File: src/rtl/cs_input_ctrl_if.sv
// cs_input_ctrl_if: cabinet control bundle between the raw inputs and cs_input_ctrl
//   joy_in[15:0], vsync : raw asynchronous inputs, driven by the master side
//   signal_cw/ccw/thrust/fire/start/coin, coin_pending[3:0], coin_drop : conditioned outputs, driven by the slave side
interface cs_input_ctrl_if;
  logic [15:0] joy_in;
  logic vsync;
  logic signal_ccw;
  logic signal_cw;
  logic signal_thrust;
  logic signal_fire;
  logic signal_start;
  logic signal_coin;
  logic [3:0] coin_pending;
  logic coin_drop;
  modport master(
    output joy_in, vsync,
    input signal_ccw, signal_cw, signal_thrust, signal_fire, signal_start, signal_coin, coin_pending, coin_drop
  );
  modport slave(
    input joy_in, vsync,
    output signal_ccw, signal_cw, signal_thrust, signal_fire, signal_start, signal_coin, coin_pending, coin_drop
  );
endinterface

File: src/rtl/cs_input_ctrl.sv
// cs_input_ctrl: debounces cabinet controls, stretches start over a frame and paces queued coins
//   clk_sys : single clock, rising edge
//   reset_n : asynchronous active-low reset
//   bus     : cs_input_ctrl_if.slave (joy_in/vsync in; signal_*, coin_pending, coin_drop out)
module cs_input_ctrl #(
  parameter int DEB_CYCLES = 50000,
  parameter int COIN_HIGH = 2500000,
  parameter int COIN_LOW = 2500000,
  parameter int QUEUE_MAX = 7
) (
  input logic clk_sys,
  input logic reset_n,
  cs_input_ctrl_if.slave bus
);
  localparam int DW = (DEB_CYCLES > 1) ? $clog2(DEB_CYCLES) : 1;
  localparam int HW = (COIN_HIGH > 1) ? $clog2(COIN_HIGH) : 1;
  localparam int LW = (COIN_LOW > 1) ? $clog2(COIN_LOW) : 1;
  localparam logic [DW-1:0] DEB_LAST = DW'(DEB_CYCLES - 1);
  localparam logic [HW-1:0] HI_LAST = HW'(COIN_HIGH - 1);
  localparam logic [LW-1:0] LO_LAST = LW'(COIN_LOW - 1);
  localparam logic [3:0] Q_MAX = 4'(QUEUE_MAX);
  // bits 2 and 3 carry no control, so their debouncers stay parked at 0
  localparam logic [7:0] DEB_MASK = 8'b1111_0011;
  typedef enum logic [1:0] {S_IDLE, S_ARM, S_HOLD} start_state_t;
  typedef enum logic [1:0] {C_IDLE, C_HIGH, C_LOW} coin_state_t;
  logic [7:0] r_joy_s1, r_joy_s2, r_deb;
  logic [7:0][DW-1:0] r_cnt;
  logic r_vs_s1, r_vs_s2, r_vs_d;
  logic r_start_d, r_coin_d, r_drop;
  logic [3:0] r_pending;
  logic [HW-1:0] r_hi_cnt;
  logic [LW-1:0] r_lo_cnt;
  start_state_t r_sstate, w_snext;
  coin_state_t r_cstate, w_cnext;
  logic w_vs_rise, w_start_rise, w_coin_rise, w_take, w_full, w_unused;
  assign w_unused = ^{bus.joy_in[15:8], r_joy_s2[3:2], r_deb[3:2]};
  always_ff @(posedge clk_sys or negedge reset_n)
    if (!reset_n) begin
      r_joy_s1 <= '0;
      r_joy_s2 <= '0;
      r_vs_s1 <= 1'b0;
      r_vs_s2 <= 1'b0;
      r_vs_d <= 1'b0;
      r_start_d <= 1'b0;
      r_coin_d <= 1'b0;
    end else begin
      r_joy_s1 <= bus.joy_in[7:0];
      r_joy_s2 <= r_joy_s1;
      r_vs_s1 <= bus.vsync;
      r_vs_s2 <= r_vs_s1;
      r_vs_d <= r_vs_s2;
      r_start_d <= r_deb[6];
      r_coin_d <= r_deb[7];
    end
  // counter runs only while the input disagrees with the debounced value
  always_ff @(posedge clk_sys or negedge reset_n)
    if (!reset_n) begin
      r_deb <= '0;
      r_cnt <= '0;
    end else begin
      for (int i = 0; i < 8; i++) begin
        if (!DEB_MASK[i] || r_joy_s2[i] == r_deb[i]) r_cnt[i] <= '0;
        else if (r_cnt[i] == DEB_LAST) begin
          r_deb[i] <= r_joy_s2[i];
          r_cnt[i] <= '0;
        end else r_cnt[i] <= r_cnt[i] + DW'(1);
      end
    end
  assign w_vs_rise = r_vs_s2 & ~r_vs_d;
  assign w_start_rise = r_deb[6] & ~r_start_d;
  assign w_coin_rise = r_deb[7] & ~r_coin_d;
  assign w_take = (r_cstate == C_IDLE) && (r_pending != 4'd0);
  assign w_full = r_pending == Q_MAX;
  always_ff @(posedge clk_sys or negedge reset_n)
    if (!reset_n) r_sstate <= S_IDLE;
    else r_sstate <= w_snext;
  always_comb begin
    w_snext = r_sstate;
    case (r_sstate)
      S_IDLE: w_snext = w_start_rise ? S_ARM : S_IDLE;
      S_ARM: w_snext = w_vs_rise ? S_HOLD : S_ARM;
      S_HOLD: w_snext = (w_vs_rise && !r_deb[6]) ? S_IDLE : S_HOLD;
      default: w_snext = S_IDLE;
    endcase
  end
  always_ff @(posedge clk_sys or negedge reset_n)
    if (!reset_n) r_cstate <= C_IDLE;
    else r_cstate <= w_cnext;
  always_comb begin
    w_cnext = r_cstate;
    case (r_cstate)
      C_IDLE: w_cnext = w_take ? C_HIGH : C_IDLE;
      C_HIGH: w_cnext = (r_hi_cnt == HI_LAST) ? C_LOW : C_HIGH;
      C_LOW: w_cnext = (r_lo_cnt == LO_LAST) ? C_IDLE : C_LOW;
      default: w_cnext = C_IDLE;
    endcase
  end
  // stage counters sit at 0 outside their state, so every entry starts from 0
  always_ff @(posedge clk_sys or negedge reset_n)
    if (!reset_n) begin
      r_hi_cnt <= '0;
      r_lo_cnt <= '0;
    end else begin
      r_hi_cnt <= (r_cstate == C_HIGH && r_hi_cnt != HI_LAST) ? r_hi_cnt + HW'(1) : '0;
      r_lo_cnt <= (r_cstate == C_LOW && r_lo_cnt != LO_LAST) ? r_lo_cnt + LW'(1) : '0;
    end
  // a coin arriving while one is taken cancels out, so a full queue never drops it
  always_ff @(posedge clk_sys or negedge reset_n)
    if (!reset_n) begin
      r_pending <= '0;
      r_drop <= 1'b0;
    end else begin
      r_drop <= w_coin_rise & ~w_take & w_full;
      if (w_coin_rise && !w_take && !w_full) r_pending <= r_pending + 4'd1;
      else if (w_take && !w_coin_rise) r_pending <= r_pending - 4'd1;
    end
  assign bus.signal_cw = r_deb[0] & ~r_deb[1];
  assign bus.signal_ccw = r_deb[1] & ~r_deb[0];
  assign bus.signal_thrust = r_deb[4];
  assign bus.signal_fire = r_deb[5];
  assign bus.signal_start = r_sstate != S_IDLE;
  assign bus.signal_coin = r_cstate == C_HIGH;
  assign bus.coin_pending = r_pending;
  assign bus.coin_drop = r_drop;
endmodule

File: src/flat_wrapper.sv
// flat-port wrapper written by rule: the top's interface ports become plain ports
module cs_input_ctrl_flat 
#(
  parameter int DEB_CYCLES = 50000,
  parameter int COIN_HIGH = 2500000,
  parameter int COIN_LOW = 2500000,
  parameter int QUEUE_MAX = 7
)
  (clk_sys, reset_n, bus_joy_in, bus_vsync, bus_signal_ccw, bus_signal_cw, bus_signal_thrust, bus_signal_fire, bus_signal_start, bus_signal_coin, bus_coin_pending, bus_coin_drop);
  cs_input_ctrl_if bus_i ();
  input logic clk_sys;
  input logic reset_n;
  input wire logic [$bits(bus_i.joy_in)-1:0] bus_joy_in;
  input wire logic [$bits(bus_i.vsync)-1:0] bus_vsync;
  output wire logic [$bits(bus_i.signal_ccw)-1:0] bus_signal_ccw;
  output wire logic [$bits(bus_i.signal_cw)-1:0] bus_signal_cw;
  output wire logic [$bits(bus_i.signal_thrust)-1:0] bus_signal_thrust;
  output wire logic [$bits(bus_i.signal_fire)-1:0] bus_signal_fire;
  output wire logic [$bits(bus_i.signal_start)-1:0] bus_signal_start;
  output wire logic [$bits(bus_i.signal_coin)-1:0] bus_signal_coin;
  output wire logic [$bits(bus_i.coin_pending)-1:0] bus_coin_pending;
  output wire logic [$bits(bus_i.coin_drop)-1:0] bus_coin_drop;
  assign bus_i.joy_in = bus_joy_in;
  assign bus_i.vsync = bus_vsync;
  assign bus_signal_ccw = bus_i.signal_ccw;
  assign bus_signal_cw = bus_i.signal_cw;
  assign bus_signal_thrust = bus_i.signal_thrust;
  assign bus_signal_fire = bus_i.signal_fire;
  assign bus_signal_start = bus_i.signal_start;
  assign bus_signal_coin = bus_i.signal_coin;
  assign bus_coin_pending = bus_i.coin_pending;
  assign bus_coin_drop = bus_i.coin_drop;
  cs_input_ctrl #(.DEB_CYCLES(DEB_CYCLES), .COIN_HIGH(COIN_HIGH), .COIN_LOW(COIN_LOW), .QUEUE_MAX(QUEUE_MAX)) u_core (.clk_sys(clk_sys), .reset_n(reset_n), .bus(bus_i));
endmodule
File: config.mk
export PLATFORM = sky130hd
export DESIGN_NAME = cs_input_ctrl_flat
export DESIGN_NICKNAME = d
export VERILOG_FILES = /design/src/rtl/cs_input_ctrl_if.sv /design/src/rtl/cs_input_ctrl.sv /design/src/flat_wrapper.sv
export SDC_FILE = /design/constraint.sdc
export NUM_CORES = 1
export LEC_CHECK = 0
export CAP_MARGIN = 20
export CORE_ASPECT_RATIO = 0.8
export CORE_MARGIN = 8
export CORE_UTILIZATION = 51
export CTS_CLUSTER_DIAMETER = 200
export CTS_CLUSTER_SIZE = 14
export DETAILED_ROUTE_END_ITERATION = 16
export PLACE_DENSITY = 0.68
export SYNTH_ARGS = -nofsm -noshare
export SYNTH_HDL_FRONTEND = slang
export SYNTH_SLANG_ARGS = --single-unit
export TNS_END_PERCENT = 30
File: constraint.sdc
create_clock -name clk_sys -period 3.51 [get_ports clk_sys]
set_input_delay 0.5265 -clock clk_sys [delete_from_list [all_inputs] [get_ports clk_sys]]
set_output_delay 0.5265 -clock clk_sys [all_outputs]
set_load 0.01 [all_outputs]
Word-level counts from Yosys, hierarchy flattened
Cells that the tools add are included.
{ "totals": {"register_bits": 176, "input_bits": 19, "wordCells": 121} }
{ "classes": {"add_sub_neg": 10, "n_eq_ne": 21, "muxes": 24, "n_bitwise": 19, "reduce_logical": 22} }
{ "ops": {"columns": ["operator", "n"], "rows": [
  ["two-way mux 16 bit", 12],
  ["adder 16 x 1 -> 16 bit (second input constant)", 6],
  ["equality test 16 bit (second input constant)", 6],
  ["adder 22 x 1 -> 22 bit (second input constant)", 2],
  ["equality test 22 bit (second input constant)", 2],
  ["two-way mux 22 bit", 2],
  ["!= test 22 bit (second input constant)", 2],
  ["NOT 1 bit", 12],
  ["case mux 2 bit (3 select lines)", 2],
  ["AND reduction 2 bit", 6],
  ["two-way mux 2 bit", 4],
  ["two-way mux 4 bit", 2],
  ["AND 1 bit", 7],
  ["logical AND 1 bit", 7],
  ["equality test 1 bit", 6],
  ["adder 4 x 1 -> 4 bit (second input constant)", 1],
  ["equality test 2 x 1 -> 1 bit (second input constant)", 2],
  ["equality test 2 bit (second input constant)", 2],
  ["equality test 4 x 3 -> 1 bit (second input constant)", 1],
  ["logical NOT 1 bit", 4],
  ["logical NOT 2 bit", 2],
  ["nonzero test 2 bit", 2],
  ["nonzero test 4 bit", 1],
  ["subtractor 4 x 1 -> 4 bit (second input constant)", 1],
  ["two-way mux 1 bit", 2]
]} }

Depth between registers and ports, before layout
{ "depth": {"depth_word": 6, "ltp_mapped": 7} }

Least setup slack after synthesis
No wires, ideal clock.
{ "synth_path": {"path_type": "register to register", "startpoint": "register u_core.r_pending[1], in the netlist u_core.bus.coin_pending[1]", "endpoint": "register u_core.r_pending[3], in the netlist u_core.bus.coin_pending[3]", "setup_ps": 79, "t_arrival_ps": 2107, "required_time_ps": 3431, "path_slack_ps": 1324, "stages_incl_launch_ff": 8, "n_path_buf": 0, "synth_period_minus_slack_ps": 2186, "cell_sequence": "dfrtp_1 -> nor4_1 -> o211ai_1 -> ha_1 -> a21o_1 -> a21oi_1 -> mux2i_1 -> xor2_1"} }
{ "synth_via": {"elab_chain_len": 6} }
{ "synth_lines": {"columns": ["element", "line", "source"], "rows": [
  ["from (decl)", "cs_input_ctrl.sv:30", "logic [3:0] r_pending;"],
  ["from (signal assigned)", "cs_input_ctrl.sv:114", "if (w_coin_rise && !w_take && !w_full) r_pending <= r_pending + 4'd1;"],
  ["from (signal assigned)", "cs_input_ctrl.sv:115", "else if (w_take && !w_coin_rise) r_pending <= r_pending - 4'd1;"],
  ["parallel branches: the longest is 6 deep, another holds subtractor 4 x 1 -> 4 bit", null, null]
]} }
Several ways; the timed one is not identified. The select of a mux whose other input is x is not followed.
A chain may end at the register's enable or synchronous reset.

Worst setup path after layout
{ "layout_path": {"startpoint": "register u_core.r_pending[0], in the netlist u_core.bus.coin_pending[0]", "endpoint": "register u_core.r_pending[3], in the netlist u_core.bus.coin_pending[3]"} }
The elaborated chain is that of the path after synthesis.

==> metrics.md <==
| Metric | Value |
|---|---|
| Iter 0 DRT Violations | `349` |
| Post-synthesis sequential area ratio | `0.5319` |
| Total gr overflow | `0` |
| Top post-synthesis cells by area | `dfrtp_1 53%, xnor2_1 5.7%, xor2_1 5.5%` |
| Antenna cell count | `0` |
| Clk_lat worst skew | `0.42 ns` |
| Largest net degree at the start of global routing | `72` |
| Hold Path Class | `in -> async` |
| Nature of the critical path endpoint | `flop` |
| Initial Util | `0.5172` |
| Tot GR Track Use | `0.1585` |
| Psw | `882.8 uW` |
| Seq pwr share | `0.490` |
| IO Port Bufs | `19` |
| Multi-input logic area | `0.003657 sq mm` |
| Fin crit period | `2.410 ns` |
| Final Hold Fails | `0` |
| Fill cells | `1313` |
| Hold_ws | `0.07994 ns` |
| Nets | `836` |
| Die H | `128.7 microns` |
| Clock power share | `0.487` |
| Post-CTS resize count | `0` |
| Post-synth top flop | `dfrtp_1` |
| 1st-pass router iterations | `5` |
| Via count | `5854` |
| Clk_skew | `0.008404 ns` |
| Global routing usage on met2 | `0.2482` |
| Cts bufs inserted | `17` |
| Comb pwr share | `0.023` |
| Antenna violations before repair | `0` |
| Biggest area consumer among synthesized cells | `dfrtp_1` |
| Synthesized Nets | `817` |
| Pint | `3258 uW` |
| Required @ worst endpoint | `3.86 ns` |
| Max-cap violations | `0` |
| Die Area | `0.02018 sq mm` |
| Post-synthesis async set-or-reset flop share | `1.000` |
| First-pass GRT wire length | `26.30 mm` |
| Area growth from synthesis to layout | `12.93%` |
| Max IR drop VDD | `0.3167 mV` |
| RSZ-0062 raised after global routing | `false` |
| Mapped Cells | `787` |
| Fin Setup TNS | `0 ns` |
| Worst-margin pin slew | `0.8689 ns` |
| LEAKAGE | `0.003741 uW` |
| Max-slew headroom | `0.4198` |
| FF+latch area | `0.004304 sq mm` |
| Tcrit/Tclk final | `0.6865` |
| Post-synthesis sequential element count | `172` |
| Crit-path max FO | `6` |
| CTS tree | `done` |
| Clock root buffer master | `clkbuf_16` |
| Syn Area/Cell | `10.28 sq um` |
| Core Area | `0.01565 sq mm` |
| Chip width | `156.8 microns` |
| Reg clk slew, reported paths | `0.07 ns` |
| GR peak layer | `met2` |
| Io pins | `30` |
| Yosys cell types | `43` |
| Pwr/cell area | `453.2 mW/mm^2` |
| Met1 usage | `0.2156` |
| DRC | `0` |
| Yosys top cell area share | `0.5319` |
| H-tree level count | `4` |
| Count of hold-fix buffers inserted at cts | `0` |
| Placed wire-length estimate | `9.993 mm` |
| Setup Buffers After CTS | `0` |
| WL/cell | `14.60 microns` |
| Synth warnings | `0` |
| Final Max Tran Viols | `0` |
| Placer congestion estimate | `0.8671` |
| CP Launch Type | `flop` |
| FP Rows | `41` |
| Share of cells above drive strength 1 | `0.06471` |
| Maximum clock rate | `415.0 MHz` |
| Status | `completed` |
| Sw Ratio | `0.2132` |
| Max clock buf depth | `2` |
| Post-Syn Area | `0.008092 sq mm` |
| Post-layout utilization of the core | `0.5840` |
| Crit Path Class | `reg -> reg` |
| Number of flops mapped to enable cells by yosys | `0` |
| WL final | `15.10 mm` |
| Clock sink count | `172` |
| Met3 usage | `0.04424` |
| Vias in the first global route | `5551` |
| Final setup fails | `0` |
| Vias per inst | `5.662` |
| CP arrival | `2.76 ns` |
| ANT nets after route | `0` |
-- registers in the layout, summed over array words and instances (netlist names) --
signal                   count
u_core.r_start_d             1
u_core.r_deb                 6
u_core.r_cnt                96
u_core.r_sstate              2
u_core.r_vs_s1               1
u_core.r_vs_d                1
u_core.r_lo_cnt             22
u_core.r_joy_s2              6
u_core.r_coin_d              1
u_core.bus.coin_pending      4
u_core.r_hi_cnt             22
u_core.r_cstate              2
u_core.bus.coin_drop         1
u_core.r_vs_s2               1
u_core.r_joy_s1              6
-- stage by stage --
step	power [uW]	setup slack [ns]	cell area (sq um)	cells
after floorplan	2099	1.324	8092	787
after detailed placement	2164	1.077	8506	1002
final	4141	1.100	9138	1034
after global routing	4293	0.9521	9138	1034
after CTS	4181	1.063	9138	1034
after global placement	2159	1.159	8506	1002
-- final cells by class --
class	count	area share
repair buffers	23	0.02561
flip-flops and latches	172	0.4710
inverters	11	0.004519
multi-input cells	581	0.4002
clock inverters	12	0.02027
clock buffers	20	0.04888
well taps	215	0.02944
-- Yosys cell counts (14+ instances only) --
master,number
a21oi_1,29
and3_1,24
clkbuf_1,17
dfrtp_1,172
nand2_1,42
nand3_1,45
nand4_1,47
nor2_1,117
nor3_1,15
nor4_1,16
nor4bb_1,14
o21ai_0,23
or3_1,19
xnor2_1,53
xor2_1,51
-- worst paths after layout --
| check | from | endpoint | slack (ns) | depth (start not counted) |
|---|---|---|---|---|
| setup / recovery | u_core.bus.coin_pending[0]$_DFFE_PN0P_ | u_core.bus.coin_pending[3]$_DFFE_PN0P_ | 1.10 | 7 |
| hold / removal | reset_n | u_core.r_cnt[127]$_DFF_PN0_ | 0.08 | 1 |
| setup reg to reg | u_core.bus.coin_pending[0]$_DFFE_PN0P_ | u_core.bus.coin_pending[3]$_DFFE_PN0P_ | 1.10 | 7 |
| hold reg to reg | u_core.r_joy_s1[6]$_DFF_PN0_ | u_core.r_joy_s2[6]$_DFF_PN0_ | 0.35 | 0 |
| max in group asynchronous | reset_n | u_core.r_hi_cnt[11]$_DFF_PN0_ | 2.51 | 2 |
| min in group clk_sys | u_core.r_joy_s1[6]$_DFF_PN0_ | u_core.r_joy_s2[6]$_DFF_PN0_ | 0.35 | 0 |
-- per-layer routing --
| layer | vias to the layer above | wire, microns |
|---|---|---|
| met5 | - | 0 |
| met4 | 0 | 127 |
| met3 | 11 | 592 |
| met2 | 107 | 6939 |
| met1 | 2892 | 7438 |
| li1 | 2844 | - |
-- placed cells by master, fill, tap and decap left out, drive strengths merged --
cell type      Yosys  routed
nor3              15      15
nor4              16      16
fa                 1       1
nand4             49      49
o31a               1       1
or2                3       3
and2               3       3
clkinv             0       3
buf                5       5
mux2               8       8
nand2b             3       3
or4               12      12
and3              24      24
xor2              51      51
nor3b              1       1
nor4b              8       8
clkbuf            18      20
nor2             117     117
bufinv             0       4
a21oi             30      30
inv               11      15
nor2b              4       4
o311ai             1       1
clkdlybuf4s50      0      18
o21ai             23      23
xnor2             53      53
ha                10      10
o211ai             1       1
nand3             45      45
dfrtp            172     172
nor4bb            14      14
o21ba              1       1
nand2             42      42
clkinvlp           0       1
o31ai             11      11
or3               20      20
and4              11      11
nand4b             1       1
mux2i              1       1
a21o               1       1
-- kinds of logic after synthesis --
logic type,Yosys count,synth area share
AO/OA/AOI/OAI,69,0.04871
XOR/XNOR,104,0.1126
adder cells (fa/ha/maj),11,0.01794
buffers and inverters,34,0.01701
flip-flops,172,0.5319
multiplexers,9,0.01237
AND/OR/NAND/NOR,388,0.2595
-- worst max-delay path, stage by stage, from the launching register on --
cell and delay (ns):
dfrtp_1 0.46, nor4_1 0.50, o211ai_1 0.28, ha_1 0.34, a21o_1 0.18, a21oi_1 0.19
mux2i_1 0.24, xor2_1 0.15
-- power groups by stage --
stage          clock [uW]  sequential [uW]  combinational, uW
3_5_place_dp            0             2060               99.5
5_1_grt              2150             2030                113
6_report             2020             2030               96.1
4_1_cts              2050             2030                101
3_3_place_gp            0             2060               96.6
2_1_floorplan           0             2060               38.8
Power figures use the tool's default switching activity.
